$ cat src/rtl/hdmi_pkg.sv
// Shared constants for the HDMI data-island scheduler: grant codes, fixed
// packet headers/bodies and the IEC60958 channel-status maps.
package hdmi_pkg;

  typedef enum logic [2:0] {
    GNT_NULL,
    GNT_AUDIO,
    GNT_ACR,
    GNT_AVI,
    GNT_AIF
  } grant_e;

  localparam logic [7:0] PT_AUDIO = 8'h02;
  localparam logic [7:0] PT_ACR   = 8'h01;
  localparam logic [7:0] PT_AVI   = 8'h82;
  localparam logic [7:0] PT_AIF   = 8'h84;

  localparam logic [23:0] ACR_HDR = {16'h0000, PT_ACR};
  localparam logic [55:0] ACR_BCH = 56'h00_18_00_0a_22_01_00;
  localparam logic [23:0] AVI_HDR = {8'h0d, 8'h02, PT_AVI};
  localparam logic [55:0] AVI_BCH = 56'h00_04_00_08_00_63;
  localparam logic [23:0] AIF_HDR = {8'h0a, 8'h01, PT_AIF};
  localparam logic [55:0] AIF_BCH = 56'h00_00_00_00_00_01_70;

  localparam logic [191:0] CS_L = 192'h0202100004;
  localparam logic [191:0] CS_R = 192'h0202200004;
  localparam int           CSB_LAST = 191;

  // Parity bit covers the 16 sample bits plus the channel-status bit.
  function automatic logic [55:0] audio_body(input logic [31:0] smp,
                                             input logic cl, input logic cr);
    logic pl, pr;
    pl = (^smp[15:0]) ^ cl;
    pr = (^smp[31:16]) ^ cr;
    return {pr, cr, 2'b00, pl, cl, 2'b00, smp[31:16], 8'h00, smp[15:0], 8'h00};
  endfunction

endpackage

$ cat src/rtl/audio_fifo.sv
// Synchronous sample FIFO; a write while full is dropped (sticky ovf) unless
// a pop happens in the same cycle. DEPTH must be a power of two.
module audio_fifo #(
  parameter int DEPTH = 4,
  parameter int W     = 32
) (
  input  logic         clk,
  input  logic         resetq,
  input  logic         wr,
  input  logic [W-1:0] din,
  input  logic         rd,
  output logic [W-1:0] dout,
  output logic         full,
  output logic         empty,
  output logic         ovf
);

  localparam int AW = $clog2(DEPTH);

  logic [W-1:0]  mem [DEPTH];
  logic [AW-1:0] wr_ptr;
  logic [AW-1:0] rd_ptr;
  logic [AW:0]   count;
  logic          push;
  logic          pop;

  assign pop   = rd && !empty;
  assign push  = wr && (!full || pop);
  assign full  = (count == (AW+1)'(DEPTH));
  assign empty = (count == '0);
  assign dout  = mem[rd_ptr];

  always_ff @(posedge clk or negedge resetq) begin
    if (!resetq) begin
      wr_ptr <= '0;
      rd_ptr <= '0;
      count  <= '0;
      ovf    <= 1'b0;
    end else begin
      if (push) wr_ptr <= wr_ptr + 1'b1;
      if (pop)  rd_ptr <= rd_ptr + 1'b1;
      if (push && !pop)      count <= count + 1'b1;
      else if (pop && !push) count <= count - 1'b1;
      if (wr && !push) ovf <= 1'b1;
    end
  end

  always_ff @(posedge clk) begin
    if (push) mem[wr_ptr] <= din;
  end

endmodule

$ cat src/rtl/hdmi_island_sched.sv
// Data-island packet scheduler: buffers audio, tracks owed ACR/AVI/AIF packets
// and grants one packet per slot request.
module hdmi_island_sched
  import hdmi_pkg::*;
#(
  parameter int FIFO_DEPTH = 4,
  parameter int ACR_PERIOD = 45,
  parameter int SLOTS      = 3
) (
  input  logic        clk,
  input  logic        resetq,
  input  logic        frame_start,
  input  logic        line_start,
  input  logic        slot_req,
  input  logic [1:0]  slot_idx,
  input  logic        audio_w,
  input  logic [31:0] audio,
  output logic        audio_full,
  output logic        audio_ovf,
  output logic        pkt_valid,
  output logic [23:0] pkt_hdr,
  output logic [55:0] pkt_bch,
  output logic        pkt_dup4
);

  // Handshake: slot_req is a one-cycle request with no back-pressure; the
  // granted packet appears registered on the next edge with pkt_valid=1 and
  // holds until the next request.

  logic [31:0] head;
  logic        fifo_empty;
  logic        pop;
  logic [5:0]  line;
  logic        line_wrap;
  logic        acr_pend, avi_pend, aif_pend;
  logic [7:0]  csb;
  grant_e      grant;
  logic [23:0] hdr_nxt;
  logic [55:0] bch_nxt;
  logic        dup4_nxt;

  assign line_wrap = line_start && (line == 6'(ACR_PERIOD - 1));
  assign pop       = (grant == GNT_AUDIO);

  audio_fifo #(
    .DEPTH (FIFO_DEPTH),
    .W     (32)
  ) u_fifo (
    .clk    (clk),
    .resetq (resetq),
    .wr     (audio_w),
    .din    (audio),
    .rd     (pop),
    .dout   (head),
    .full   (audio_full),
    .empty  (fifo_empty),
    .ovf    (audio_ovf)
  );

  // Non-final slots favour audio latency; the final slot guarantees
  // control packets can't be starved by a busy audio stream.
  always_comb begin
    grant = GNT_NULL;
    if (slot_req) begin
      if (int'(slot_idx) < SLOTS - 1) begin
        if (!fifo_empty)   grant = GNT_AUDIO;
        else if (acr_pend) grant = GNT_ACR;
        else if (avi_pend) grant = GNT_AVI;
        else if (aif_pend) grant = GNT_AIF;
      end else if (int'(slot_idx) == SLOTS - 1) begin
        if (acr_pend)         grant = GNT_ACR;
        else if (avi_pend)    grant = GNT_AVI;
        else if (aif_pend)    grant = GNT_AIF;
        else if (!fifo_empty) grant = GNT_AUDIO;
      end
    end
  end

  always_comb begin
    hdr_nxt  = '0;
    bch_nxt  = '0;
    dup4_nxt = 1'b0;
    case (grant)
      GNT_AUDIO: begin
        hdr_nxt = {((csb == 8'd0) ? 8'h10 : 8'h00), 8'h01, PT_AUDIO};
        bch_nxt = audio_body(head, CS_L[csb], CS_R[csb]);
      end
      GNT_ACR: begin
        hdr_nxt  = ACR_HDR;
        bch_nxt  = ACR_BCH;
        dup4_nxt = 1'b1;
      end
      GNT_AVI: begin
        hdr_nxt = AVI_HDR;
        bch_nxt = AVI_BCH;
      end
      GNT_AIF: begin
        hdr_nxt = AIF_HDR;
        bch_nxt = AIF_BCH;
      end
      default: ;
    endcase
  end

  // A set in the same cycle as a grant wins, so a new request is never lost.
  always_ff @(posedge clk or negedge resetq) begin
    if (!resetq) begin
      line     <= '0;
      acr_pend <= 1'b0;
      avi_pend <= 1'b0;
      aif_pend <= 1'b0;
      csb      <= '0;
    end else begin
      if (line_start) line <= line_wrap ? 6'd0 : line + 6'd1;
      acr_pend <= (acr_pend && (grant != GNT_ACR)) || line_wrap;
      avi_pend <= (avi_pend && (grant != GNT_AVI)) || frame_start;
      aif_pend <= (aif_pend && (grant != GNT_AIF)) || frame_start;
      if (pop) csb <= (csb == 8'(CSB_LAST)) ? 8'd0 : csb + 8'd1;
    end
  end

  always_ff @(posedge clk or negedge resetq) begin
    if (!resetq) begin
      pkt_valid <= 1'b0;
      pkt_hdr   <= '0;
      pkt_bch   <= '0;
      pkt_dup4  <= 1'b0;
    end else if (slot_req) begin
      pkt_valid <= 1'b1;
      pkt_hdr   <= hdr_nxt;
      pkt_bch   <= bch_nxt;
      pkt_dup4  <= dup4_nxt;
    end
  end

endmodule

$ cat config.mk
export PLATFORM = sky130hd
export DESIGN_NAME = hdmi_island_sched
export DESIGN_NICKNAME = d
export VERILOG_FILES = /design/src/rtl/hdmi_pkg.sv /design/src/rtl/audio_fifo.sv /design/src/rtl/hdmi_island_sched.sv
export SDC_FILE = /design/constraint.sdc
export NUM_CORES = 1
export LEC_CHECK = 0
export CORE_ASPECT_RATIO = 0.75
export CORE_MARGIN = 2
export CORE_UTILIZATION = 50
export CTS_BUF_LIST = sky130_fd_sc_hd__clkbuf_2 sky130_fd_sc_hd__clkbuf_4 sky130_fd_sc_hd__clkbuf_8
export CTS_CLUSTER_SIZE = 28
export DETAILED_ROUTE_END_ITERATION = 7
export PLACE_DENSITY = 0.84
export SLEW_MARGIN = 30
export SYNTH_ARGS = -nofsm -noshare
export SYNTH_HDL_FRONTEND = slang
export SYNTH_HIERARCHICAL = 1
export SYNTH_SLANG_ARGS = --single-unit
$ cat constraint.sdc
create_clock -name clk -period 7.84 [get_ports clk]
set_input_delay 2.352 -clock clk [delete_from_list [all_inputs] [get_ports clk]]
set_output_delay 2.352 -clock clk [all_outputs]
set_load 0.01 [all_outputs]
Word-level counts from Yosys, hierarchy flattened
Memory sizes are Yosys's and may differ from the RTL's. Index checks and enable logic that the tools add are counted.

Word-level logic and storage cells: 82. Memories: 3. Bits in latches: 0. Bits in writable memories: 128. ROM bits: 512. Flip-flop bits (word level): 107. Output and inout bits: 84.

Shift-type cells: 0. Divide/modulo/power cells: 0. Reduce and logical (&&, ||, !) cells: 22. $add $sub $neg: 6. Bitwise logic cells: 2. Order comparisons: 2. Mux-type cells: 23. Eq/ne operators: 11. $mul: 0.

Memories: (no name shown) (words 256, width 1, read ports 1, clocked after Yosys merged registers in 0, write ports 0, line hdmi_island_sched.sv:86) `bch_nxt = audio_body(head, CS_L[csb], CS_R[csb]);`; (no name shown) (words 256, width 1, read ports 1, clocked after Yosys merged registers in 0, write ports 0, line hdmi_island_sched.sv:86); u_fifo.mem (words 4, width 32, read ports 1, clocked after Yosys merged registers in 0, write ports 1, line audio_fifo.sv:20) `logic [W-1:0] mem [DEPTH];`.

Operators with widths (count): $pmux W56 S4 (1); $pmux W21 S4 (1); $mux W3 (12); $reduce_xor A16 Y1 (2); $logic_and A1 B1 Y1 (9); $lt A8 B9 Y1 const B (1); $add A8 B1 Y8 const B (1); $eq A8 B8 Y1 const B (1); $logic_not A8 Y1 (1); $mux W8 (1); $add A6 B1 Y6 const B (1); $eq A3 B2 Y1 const B (2); $eq A3 B3 Y1 const B (2); $eq A6 B6 Y1 const B (1); $mux W1 (6); $mux W6 (1); $ne A3 B2 Y1 const B (2); $mux W5 (1); $add A2 B1 Y2 const B (2); $logic_not A1 Y1 (4); $logic_or A1 B1 Y1 (4); $add A3 B1 Y3 const B (1); $eq A3 B1 Y1 const B (1); $logic_not A3 Y1 (1); other kinds (6) (7).

Logic depth before layout (Yosys ltp)
Depth in word-level cells: 16. Mapped depth: 16.

Cells and area by module
Netlist, hierarchy kept.

By module, submodules not included: audio_fifo (cells each 206, area an instance 5091.1 µm², times used 1, sequential area each 4043.9 µm²); hdmi_island_sched (cells each 303, area an instance 3220.6 µm², times used 1, sequential area each 1551.5 µm²).

Worst setup path after synthesis
OpenSTA, ideal clock, no wires.

Path kind: input-to-reg. Start point: in slot_req. End point: reg u_fifo.count[2]. Stages on the path: 15. Required time: 7.761 ns. Slack: 3.167 ns. Setup time: 0.079 ns. Arrival time: 4.594 ns. Path through: buf_2 -> o21ai_0 -> or3_1 -> buf_6 -> inv_2 -> buf_2 -> nor4b_2 -> nor2b_1 -> buf_6 -> ha_1 -> inv_1 -> fa_1 -> xor2_1 -> nor2_1 -> xor2_1.

Longest elaborated chain between the ends: 8. Elaborated cells on any way between the ends: 11.

Ends and longest elaborated chain: start, declared (line hdmi_island_sched.sv:14) `input logic slot_req,`; $mux W3 (*) (line hdmi_island_sched.sv:64) `if (slot_req) begin`; $eq A3 B1 Y1 (*) (line hdmi_island_sched.sv:43) `assign pop = (grant == GNT_AUDIO);`; named net pop (line hdmi_island_sched.sv:32) `logic pop;`; $logic_and A1 B1 Y1 (*) (line audio_fifo.sv:27) `assign pop = rd && !empty;`; $logic_or A1 B1 Y1 (*) (line audio_fifo.sv:28) `assign push = wr && (!full || pop);`; $logic_and A1 B1 Y1 (*) (line audio_fifo.sv:28); named net u_fifo.push (line audio_fifo.sv:24) `logic push;`; $logic_not A1 Y1 (line audio_fifo.sv:43) `else if (pop && !push) count <= count - 1'b1;`; $logic_and A1 B1 Y1 (line audio_fifo.sv:43); $reduce_bool A2 Y1 (no line); end signal, assigned (line audio_fifo.sv:42) `if (push && !pop) count <= count + 1'b1;`; end signal, assigned (line audio_fifo.sv:43); end, declared (line audio_fifo.sv:23) `logic [AW:0] count;`.

Mark *: on every way through the listed nets, which the timed path passes. The rest lies on a longest branch. A chain may end at the register's enable or synchronous reset.

Final worst setup path
Start point: in slot_req. End point: mem u_fifo.mem[2][26], enable pin.

Longest elaborated chain between the ends: 7.

Ends and longest elaborated chain: $mux W3 (line hdmi_island_sched.sv:64); $eq A3 B1 Y1 (line hdmi_island_sched.sv:43); $logic_and A1 B1 Y1 (line audio_fifo.sv:27); $logic_or A1 B1 Y1 (line audio_fifo.sv:28); $logic_and A1 B1 Y1 (line audio_fifo.sv:28); $mux W1 (line audio_fifo.sv:49) `if (push) mem[wr_ptr] <= din;`; $mux W1 (not written as such) (line audio_fifo.sv:49); end, declared (line audio_fifo.sv:20).

No other way between the ends.

==> impl_metrics.py <==
metrics = {
    "critical_path": {
        "path_max_fanout": 45,
        "cp_data_required_time_ns": 7.92,
        "arrival_ns": 5.75,
        "ff2ff_setup_slack_ns": 3.87,
        "start_kind": "input port",
        "critical_path_class": "in -> reg",
        "endpoint_kind": "register",
    },
    "finish": {
        "seqCellArea_um2": 5600,
        "fillers": 1177,
        "drive_gt1_share_pct": 13.7,
        "fin_nets": 645,
        "multi_input_comb_area_um2": 2340,
        "syn2layout_area_growth_pct": 16.1,
        "final_cells": 815,
        "diodes": 0,
    },
    "flow_run": {
        "drv_cap": 0,
    },
    "timing": {
        "hold_viol": 0,
        "fin_crit_sh_pct": 72.3,
        "finClkSkew_ns": 0.0154,
        "slew_violations": 0,
        "post-route-min-period_ns": 5.67,
        "maxSlewHeadroom_pct": 38.3,
        "worstMarginPinSlew_ns": 0.925,
        "max_freq_mhz": 176,
        "setup-violations-final": 0,
        "rsz0062_at_grt": "no",
        "setup_tns_ns": 0,
    },
    "outcome": {
        "status": "finished, final reports clean",
    },
    "clock_network": {
        "post_cts_resized": 0,
        "cts.sinks": 198,
        "cts_setup_buffers": 0,
        "cts_hold_buffers": 0,
        "cts_buffers": 17,
        "htree_levels": 4,
        "cts.clk_slew.worst_paths_ns": 0.10,
        "cts_root_buf": "clkbuf_8",
        "cts_tree": "built",
        "clkLatencyLatePin_ns": 0.46,
        "clockBufferDepth": 2,
    },
    "pwr": {
        "irDropWorstVdd_mv": 0.241,
        "p_leak_nw": 3.55,
        "power_density_nw_per_um2": 390,
        "clkPwrFrac_pct": 16.9,
        "p_int_mw": 2.51,
        "switchingPower_mw": 1.25,
        "sw_frac_of_total_pct": 33.3,
        "combPwrFrac_pct": 42.9,
        "pwr-share-seq_pct": 40.3,
    },
    "synthesis": {
        "syn_area_per_cell_um2": 16.3,
        "synth_fa_ha_area_share_pct": 1.90,
        "yosys_warnings": 6,
        "synth_async_sr_flop_share_pct": 35.4,
        "syn-cell-area_um2": 8310,
        "synth_cells": 509,
        "synth_top_family_by_area": "multiplexers",
        "synth-xor-area-share_pct": 4.55,
        "ys_seq_area_share_pct": 67.3,
        "synth_compound_gate_area_share_pct": 6.59,
        "synthMuxAreaShare_pct": 9.12,
        "synth_cell_type_count": 53,
        "synth-seq-cells": 198,
        "ys.flop_type": "edfxtp_1",
        "synth-edff-count": 128,
        "synth-simple-area-share_pct": 4.80,
    },
    "grt": {
        "grt_max_degree": 71,
        "antenna_found_initial": 0,
        "track_usage_pct": 18.6,
        "grt_pass1_wl_um": 25200,
        "gr-total-overflow": 0,
        "grt_pass1_vias": 4704,
    },
    "die": {
        "core_um2": 16100,
        "die-area_um2": 17700,
        "die_h_um": 116,
        "start_util_pct": 51.6,
        "io-pin-count": 124,
        "rows": 40,
        "die_width_um": 153,
    },
    "route": {
        "post_drt_wl_per_cell_um": 19.5,
        "initialDrtViolationCount": 267,
        "antenna_left": 0,
        "wirelength_um": 15900,
        "drcViolationCount": 0,
        "vias": 4574,
        "via_per_inst": 5.61,
        "drt_pre_antenna_iters": 5,
    },
    "worst_hold_path": {
        "hold_path_class": "reg -> reg",
    },
    "place": {
        "port_buffers": 97,
        "dp_cells": 784,
        "dpl.hpwl_um": 10500,
        "gp_congestion": 0.780,
    },
}
==> flip-flops by register name, indices dropped and copies added (netlist names) <==
name and count:
u_fifo/mem 128, u_fifo/wr_ptr 2, avi_pend 1, pkt_valid 1
line 6, csb 8, pkt_hdr 3, pkt_dup4 1
acr_pend 1, aif_pend 1, u_fifo/ovf 1, pkt_bch 40
u_fifo/rd_ptr 2, u_fifo/count 3
==> worst max-delay path, stage by stage <==
cell and delay, ns:
clkdlybuf4s50_1 0.64, o21ai_0 0.15, or3_1 0.47, inv_2 0.66
nor4b_2 0.13, nor2b_1 0.46, and2_2 0.86
==> final timing paths <==
kind | startpoint | to | cells past startpoint
max in group asynchronous | resetq | u_fifo/rd_ptr[0] | 1
max | slot_req | u_fifo/mem[2][26] | 7
max reg2reg | u_fifo/count[0] | u_fifo/mem[2][26] | 8
min reg2reg | pkt_valid | pkt_valid | 1
min in group asynchronous | resetq | pkt_bch[19] | 1
min | pkt_valid | pkt_valid | 1
==> cells by family (layout without fill, tap and decap cells) <==
kind of cell	Yosys count	count (layout)
flops	198	198
buf+inv	77	148
compound gates	73	73
simple gates	73	73
xor+xnor	40	40
mux	35	35
fa+ha+maj	12	12
other cells	1	26
==> layout make-up <==
class                           count  share of cell area (%)
Clock buffer                       17                    2.42
Clock inverter                     14                    1.67
Inverter                           17                   0.661
Multi-Input combinational cell    259                    24.2
Sequential cell                   198                    58.0
Tap cell                          210                    2.72
Timing Repair Buffer              100                    10.3
==> per-layer routing <==
metal	wire, µm	vias to the layer above	global-route usage [%]	share of wire, %
met5	0	-	0	0
met4	246	0	5.93	1.5
met3	1200	18	3.93	7.6
met2	7690	217	30.1	48
met1	6740	2325	25.9	42
li1	-	2014	-	-
==> metrics by stage <==
step / util [%] / area (µm²) / power [mW] / hold WS [ns] / setup slack, ns
2_1_floorplan: - / 8410 / 2.68 / 0.469 / 3.17
3_3_place_gp: 57.4 / 9250 / 3.09 / 0.455 / 1.94
3_5_place_dp: 57.4 / 9250 / 3.17 / 0.456 / 1.74
4_1_cts: 59.9 / 9650 / 3.80 / 0.480 / 2.24
5_1_grt: 59.9 / 9650 / 3.95 / 0.501 / 1.97
6_report: 59.9 / 9650 / 3.76 / 0.476 / 2.17
==> power groups by stage <==
stage	clock network, mW	logic, mW	registers, mW
finish	0.634	1.61	1.51
global route	0.687	1.72	1.54
CTS	0.645	1.64	1.51
detailed placement	0	1.63	1.54
global placement	0	1.58	1.51
floorplan	0	1.17	1.51
==> synth_stat cells, types with 3 or more instances <==
cell | n | area share (%)
edfxtp_1 | 128 | 46
dfrtp_1 | 70 | 21
buf_4 | 40 | 3.6
mux4_2 | 32 | 8.7
xnor2_1 | 31 | 3.3
a22o_1 | 30 | 3.2
nand2_1 | 21 | 0.95
o21ai_0 | 17 | 1.0
inv_1 | 16 | 0.72
ha_1 | 11 | 1.7
nand3_1 | 9 | 0.54
nor2_1 | 9 | 0.41
buf_2 | 8 | 0.48
clkbuf_1 | 8 | 0.36
xor2_1 | 7 | 0.74
a21oi_1 | 5 | 0.30
a21o_1 | 4 | 0.36
and2_2 | 4 | 0.36
or3_1 | 4 | 0.30
buf_6 | 3 | 0.41
nand2b_1 | 3 | 0.23
nand4_1 | 3 | 0.23
nor2b_1 | 3 | 0.23
nor3_1 | 3 | 0.18
nor3b_1 | 3 | 0.27
o2bb2ai_1 | 3 | 0.32
==> cells in the final DEF (no fill, tap or decap), drive strengths merged, types with 3 or more instances in the layout <==
cell | netlist | final
edfxtp | 128 | 128
clkdlybuf4s50 | 0 | 96
dfrtp | 70 | 70
mux4 | 32 | 32
xnor2 | 31 | 31
a22o | 30 | 30
conb | 1 | 26
inv | 17 | 24
nand2 | 21 | 21
o21ai | 18 | 18
clkbuf | 8 | 17
ha | 11 | 11
nor2 | 9 | 9
nand3 | 9 | 9
xor2 | 7 | 7
a21oi | 5 | 5
a21o | 5 | 5
or3 | 4 | 4
and2 | 4 | 4
buf | 52 | 4
clkinv | 0 | 4
nor3 | 3 | 3
nand2b | 3 | 3
nor2b | 3 | 3
nand4 | 3 | 3
nor3b | 3 | 3
o2bb2ai | 3 | 3
nor4b | 3 | 3
mux2 | 3 | 3
Note: power is estimated with default switching activity, not from simulation.
